<file path="config.mk">
export PLATFORM = sky130hd
export DESIGN_NAME = bch_31_encoder
export DESIGN_NICKNAME = d
export VERILOG_FILES = /design/src/rtl/bch_31_encoder.sv
export SDC_FILE = /design/constraint.sdc
export NUM_CORES = 1
export LEC_CHECK = 0
export CORE_ASPECT_RATIO = 0.5
export CORE_MARGIN = 5
export CORE_UTILIZATION = 49
export DETAILED_ROUTE_END_ITERATION = 8
export GPL_ROUTABILITY_DRIVEN = 0
export GPL_TIMING_DRIVEN = 0
export MAX_ROUTING_LAYER = met4
export PLACE_DENSITY = 0.76
export SLEW_MARGIN = 20
export SYNTH_ARGS = -nofsm -noshare
export SYNTH_HDL_FRONTEND = slang
export SYNTH_SLANG_ARGS = --single-unit
</file>
<file path="constraint.sdc">
create_clock -name clk -period 5.1 [get_ports clk]
set_clock_uncertainty 0.1 [all_clocks]
set_input_delay 1.275 -clock clk [delete_from_list [all_inputs] [get_ports clk]]
set_output_delay 1.275 -clock clk [all_outputs]
set_load 0.02 [all_outputs]
</file>
<file path="src/rtl/bch_31_encoder.sv">
// Systematic BCH(31,21) t=2 encoder, LFSR divider over g(x); BCH_ENC_ERR_INJECT_EN adds err_mask XOR on the codeword.
// Latency: accept edge t0 -> out_valid after edge t0+L, L = 21/BITS_PER_CYCLE.
// Backpressure: one message in flight; in_ready low in ENCODE/HOLD, codeword held until out_ready.
module bch_31_encoder #(
  parameter int          BITS_PER_CYCLE = 1,
  parameter logic [10:0] GEN_POLY       = 11'h769
) (
  input  logic        clk,
  input  logic        rst,
  input  logic        in_valid,
  output logic        in_ready,
  input  logic [20:0] message,
`ifdef BCH_ENC_ERR_INJECT_EN
  input  logic [30:0] err_mask,
`endif
  output logic        out_valid,
  input  logic        out_ready,
  output logic [30:0] codeword,
  output logic        busy
);

  localparam int L     = 21 / BITS_PER_CYCLE;
  localparam int CNT_W = $clog2(L + 1);
  localparam logic [CNT_W-1:0] CNT_LAST = CNT_W'(L - 1);

  generate
    if (!(BITS_PER_CYCLE == 1 || BITS_PER_CYCLE == 3 ||
          BITS_PER_CYCLE == 7 || BITS_PER_CYCLE == 21)) begin : g_bad_bpc
      $error("bch_31_encoder: BITS_PER_CYCLE must be 1, 3, 7 or 21");
    end
    if (GEN_POLY[10] != 1'b1) begin : g_bad_poly
      $error("bch_31_encoder: GEN_POLY must be degree 10");
    end
  endgenerate

  typedef enum logic [1:0] {
    IDLE   = 2'd0,
    ENCODE = 2'd1,
    HOLD   = 2'd2
  } state_t;

  state_t               state_q, state_d;
  logic                 armed_q;
  logic [20:0]          msg_q;
  logic [20:0]          sh_q;
  logic [9:0]           lfsr_q;
  logic [9:0]           lfsr_next;
  logic [CNT_W-1:0]     cnt_q;
  logic [30:0]          cw_q;
  logic [30:0]          mask_in;
  logic [30:0]          mask_q;
  logic                 accept;
  logic                 enc_last;

`ifdef BCH_ENC_ERR_INJECT_EN
  assign mask_in = err_mask;
`else
  assign mask_in = '0;
`endif

  // One GF(2) division step per message bit, MSB of the slice first.
  function automatic logic [9:0] lfsr_step(input logic [9:0]                s,
                                           input logic [BITS_PER_CYCLE-1:0] bits);
    logic [9:0] r;
    logic       fb;
    r = s;
    for (int k = BITS_PER_CYCLE - 1; k >= 0; k--) begin
      fb = bits[k] ^ r[9];
      r  = {r[8:0], 1'b0} ^ (fb ? GEN_POLY[9:0] : 10'd0);
    end
    return r;
  endfunction

  assign lfsr_next = lfsr_step(lfsr_q, sh_q[20 -: BITS_PER_CYCLE]);

  always_ff @(posedge clk or negedge rst) begin
    if (!rst) begin
      state_q <= IDLE;
    end else begin
      state_q <= state_d;
    end
  end

  always_comb begin
    state_d  = state_q;
    accept   = 1'b0;
    enc_last = 1'b0;
    case (state_q)
      IDLE: begin
        if (armed_q && in_valid) begin
          accept  = 1'b1;
          state_d = ENCODE;
        end
      end
      ENCODE: begin
        if (cnt_q == CNT_LAST) begin
          enc_last = 1'b1;
          state_d  = HOLD;
        end
      end
      HOLD: begin
        if (out_ready) begin
          state_d = IDLE;
        end
      end
      default: state_d = IDLE;
    endcase
  end

  // armed_q keeps in_ready low until the first clock edge after reset release.
  always_ff @(posedge clk or negedge rst) begin
    if (!rst) begin
      armed_q <= 1'b0;
      msg_q   <= '0;
      sh_q    <= '0;
      lfsr_q  <= '0;
      cnt_q   <= '0;
      cw_q    <= '0;
      mask_q  <= '0;
    end else begin
      armed_q <= 1'b1;
      if (accept) begin
        msg_q  <= message;
        sh_q   <= message;
        lfsr_q <= '0;
        cnt_q  <= '0;
        mask_q <= mask_in;
      end else if (state_q == ENCODE) begin
        sh_q   <= sh_q << BITS_PER_CYCLE;
        lfsr_q <= lfsr_next;
        cnt_q  <= cnt_q + CNT_W'(1);
        if (enc_last) begin
          cw_q <= {msg_q, lfsr_next} ^ mask_q;
        end
      end
    end
  end

  assign in_ready  = armed_q && (state_q == IDLE);
  assign out_valid = (state_q == HOLD);
  assign busy      = (state_q != IDLE);
  assign codeword  = cw_q;

endmodule

</file>
**After elaboration in Yosys (flattened, before gate mapping)**

Index checks and enable logic that the tools add are counted.

- Bits in registers: 91
- Bits of input ports: 25
- Output and inout bits: 34
- Word-level logic and storage cells: 39

- Add/subtract/negate cells: 1
- Equal/unequal tests: 6
- Mux-type cells: 15
- Bitwise logic cells: 3
- Reduce and logical (&&, ||, !) cells: 7

Operator list:

| kind | number |
|---|---|
| $mux 21 | 2 |
| $mux 10 | 3 |
| $mux 5 | 2 |
| $xor 10x10->10 | 1 |
| $mux 2 | 3 |
| $pmux 2 s3 | 1 |
| $reduce_and 3->1 | 2 |
| $add 5x1->5 const B | 1 |
| $eq 5x5->1 const B | 1 |
| $mux 1 | 4 |
| $ne 2x2->1 const B | 2 |
| $reduce_bool 2->1 | 2 |
| $eq 2x1->1 const B | 1 |
| $eq 2x2->1 const B | 1 |
| $logic_and 1x1->1 | 2 |
| $logic_not 2->1 | 1 |
| $ne 2x1->1 const B | 1 |
| $not 1->1 | 1 |
| $xor 1x1->1 | 1 |

**Longest topological paths before layout**

Gate-level depths: netlist (run 1).

- Depth in word-level cells: 5
- Gate-level depth with buffers: 7
- Mapped depth without buffers: 5

**Least setup slack after synthesis (run 1)**

OpenSTA, ideal clock, no wires.

- Kind: register to output
- Start: reg state_q[0]
- End: out in_ready
- Arrival: 1083 ps
- Required time: 3725 ps
- Path slack: 2642 ps
- Stages on the path, launching flop included: 3
- Buffers on the path: 0
- Cell sequence: dfrtp_1 or2_2 nor2_1

- Word-level cells in the longest chain between the ends: 2

Ends and longest elaborated chain:

| item | line | text |
|---|---|---|
| start: declaration | 42 | `state_t state_q, state_d;` |
| start signal: assignment | 80 | `state_q <= state_d;` |
| $logic_not 2->1 | 139 | `assign in_ready = armed_q && (state_q == IDLE);` |
| $logic_and 1x1->1 | 139 |  |
| end: declaration | 11 | `output logic in_ready,` |

Every way passes these cells.

**Worst setup path after layout (run 1)**

- Start: reg state_q[1]
- End: out in_ready

Same word-level chain as after synthesis.

==> metrics.csv, run 1 <==
metric,value,unit
Sequential Area,2280,um^2
post-CTS sizing,0,
part of the power in the clock network,21.3,%
die width,135,um
prevailing post-synth register cell,dfrtp_1,
initial antenna violation count,0,
Clock Tree Buf Depth,2,
final critical delay including setup and external delays,3.23,ns
RSZ-0062 raised after global routing,false,
die area,9790,um^2
Final period util,63.3,%
Gate Count Post-Synth,314,
global-route wire length before repair,13100,um
Setup Buffers After CTS,0,
switching part of the total,33.1,%
Placed Instance Area,4570,um^2
vias,2460,
Wirelength per Cell,15.3,um
CP endpoint kind,output port,
commonest cells in the netlist,"dfrtp_1 (91), nand2_1 (77), mux2i_1 (26)",
area grow syn2layout,26.9,%
PD cells,627,nW/um^2
Final Max Tran Viols,0,
Post-CTS Hold Fix Bufs,0,
Seq cells post-synth,91,
Final Hold Fails,0,
Synth top area share,59.5,%
Startpoint Class,register,
worst path cell trace,or2_2 -> nor2_1 -> clkdlybuf4s50_1,
CTS buffer count,9,
ratio of cells with drive above 1 in the final layout,15.9,%
FILL cells,556,
clk_lat worst skew,0.34,ns
WP data arrival,1.85,ns
Finished Layout Cells,497,
Crit path required time,3.72,ns
post-layout util,65.1,%
"Async S/R FF share, synth",100,%
Initial Utilization,51.3,%
total number of yosys warnings,0,
CP max stage cell,clkdlybuf4s50_1,
"EDFF count, synth",0,
antenna-violating nets left,0,
worst-path maximum fanout,7,
hold crit path type,register to register,
DRC,0,
final setup violating endpoints,0,
peak supply drop,0.250,mV
Comb pwr share,37.1,%
ant diodes,0,
Post-Synthesis Cell Area,3830,um^2
Ports,59,
Total GRT Usage,17.6,%
DR vias/cell,4.95,
Nets,411,
Worst Reg-to-Reg Cells,7,
H-tree Lvls,3,
drt pass-1 iters,5,
cell with the most instances after synthesis,dfrtp_1,
Slew @ Worst Pin,0.578,ns
vias in the first global route,2782,
register area share after synthesis,59.5,%
P_int,0.00204,W
"Avg Cell Area, Syn",12.2,um^2
Pleak,2.39,nW
clk root buf,clkbuf_16,
"Reg clk slew, reported paths",0.06,ns
FP Rows,22,
clock sink count,91,
synth unique cells,33,
port bufs,58,
Rel. slew slack,61.5,%
post-route cell area,4860,um^2
hpwl dp,5440,um
DR iter-0 viols,187,
Sw Pwr,0.00101,W
CTS tree,done,
Worst Hold Slack,0.378,ns
Crit Path Category,register to output port,
global route overflow,0,
Hold Path Depth,2,
total power,0.00305,W
syn nets,341,
footprint of the multi-input gates,1380,um^2
largest net degree at the start of global routing,49,
MaxCap Viol Count,0,
Core ar.,7460,um^2
DIE HEIGHT,72.5,um
largest cells by area after synthesis,"dfrtp_1 (59%), mux2_4 (9.8%), nand2_1 (7.5%)",
sequential share of power,41.7,%
placed cell count,481,
f_max,0.310,GHz
"area leader, netlist",dfrtp_1,
Critical Path Max Stage Delay,0.62,ns
status,"complete, no violations",
final wirelength,7630,um
==> per-layer routing <==
layer,wire (um),GRT usage [%],vias to the layer above
met1,3490,21.0,1233
li1,-,-,1182
met4,95,7.37,0
met3,246,4.50,7
met2,3800,28.8,38
met5,0,-,-
==> placed cells by master (no fill, tap or decap), types with 2 or more instances in the layout <==
cell type / n
mux2i_1: 26
buf_12: 2
inv_1: 8
dfrtp_1: 91
clkbuf_1: 6
nand2_1: 77
clkbuf_16: 9
buf_6: 3
buf_2: 10
mux2_4: 25
mux2_2: 2
nand3_1: 15
o21ai_1: 10
o21ai_0: 17
nand4_1: 2
ha_1: 2
clkdlybuf4s50_1: 57
xnor2_1: 5
==> per-stage QoR <==
stage	worst slack, ns	setup TNS, ns
after floorplan	2.64	0
after global placement	-0.452	-40.73
after detailed placement	2.04	0
after CTS	1.86	0
after global routing	1.82	0
final	1.87	0
==> critical path: cells and delay by family (launching register included) <==
family / cells / cell delay (ns)
AND/OR/NAND/NOR: 2 / 0.43
buffers and inverters: 1 / 0.62
flip-flops: 1 / 0.47
==> layout make-up <==
| cell class | instances | share of cell area, % |
|---|---|---|
| sequential | 91 | 46.9 |
| multi-input combinational | 197 | 28.3 |
| timing repair buffer | 59 | 12.5 |
| clock buffer | 14 | 5.23 |
| buffer | 18 | 3.01 |
| tap | 108 | 2.78 |
| clock inverter | 2 | 0.721 |
| inverter | 8 | 0.618 |
==> power groups by stage <==
stage | Combinational (W) | Sequential [W] | Clock [W]
after floorplan | 0.000614 | 0.00136 | 0
after global placement | 0.00110 | 0.00125 | 0
after detailed placement | 0.00114 | 0.00128 | 0
after CTS | 0.00115 | 0.00127 | 0.000662
after global routing | 0.00124 | 0.00131 | 0.000686
final | 0.00113 | 0.00127 | 0.000648
==> flip-flops by register name, summed over array words and instances (netlist names) <==
| signal | flops |
|---|---|
| codeword | 31 |
| msg_q | 21 |
| sh_q | 21 |
| lfsr_q | 10 |
| cnt_q | 5 |
| state_q | 2 |
| armed_q | 1 |
==> final timing paths <==
check	slack, ns	endpoint	from
max in group asynchronous	3.45	codeword[30]	rst
max reg2reg	3.24	codeword[25]	cnt_q[0]
min reg2reg	0.38	msg_q[6]	msg_q[6]
min	0.38	msg_q[6]	msg_q[6]
min in group asynchronous	0.82	codeword[24]	rst
max	1.87	in_ready	state_q[1]
==> logic make-up (layout without fill, tap and decap cells) <==
kind of cell / count (synthesis) / after routing / share of synthesized area [%]
compound gates: 29 / 29 / 3.92
xor+xnor: 7 / 7 / 1.80
fa+ha+maj: 2 / 2 / 0.653
buf+inv: 26 / 101 / 4.61
flops: 91 / 91 / 59.5
mux: 53 / 53 / 17.2
other cells: 1 / 1 / 0.0979
simple gates: 105 / 105 / 12.3
Power figures use the tool's default switching activity.
==> run 2, diff against run 1 <==
Clock period 5.1 ns to 3.25 ns, I/O delays scaled along.
==> results of run 2 <==
The final DEF is identical to that of run 1. Status: complete, no violations.
Main changes from that run: setup slack after placement 2.04 ns -> 0.657 ns; setup slack after layout 1.87 ns -> 0.485 ns; hold slack 0.378 ns -> 0.360 ns; register-to-register setup slack 3.24 ns -> 1.39 ns; total power 0.00305 W -> 0.00478 W; worst IR drop on VDD 0.250 mV -> 0.392 mV
==> run 3, diff against run 2 <==
Settings changed: CAP_MARGIN from default to 5.
==> results of run 3 <==
The final DEF is identical to that of run 1. Status: complete, no violations.
Main changes from that run: setup slack after placement 2.04 ns -> 0.657 ns; setup slack after layout 1.87 ns -> 0.485 ns; hold slack 0.378 ns -> 0.360 ns; register-to-register setup slack 3.24 ns -> 1.39 ns; total power 0.00305 W -> 0.00478 W; worst IR drop on VDD 0.250 mV -> 0.392 mV
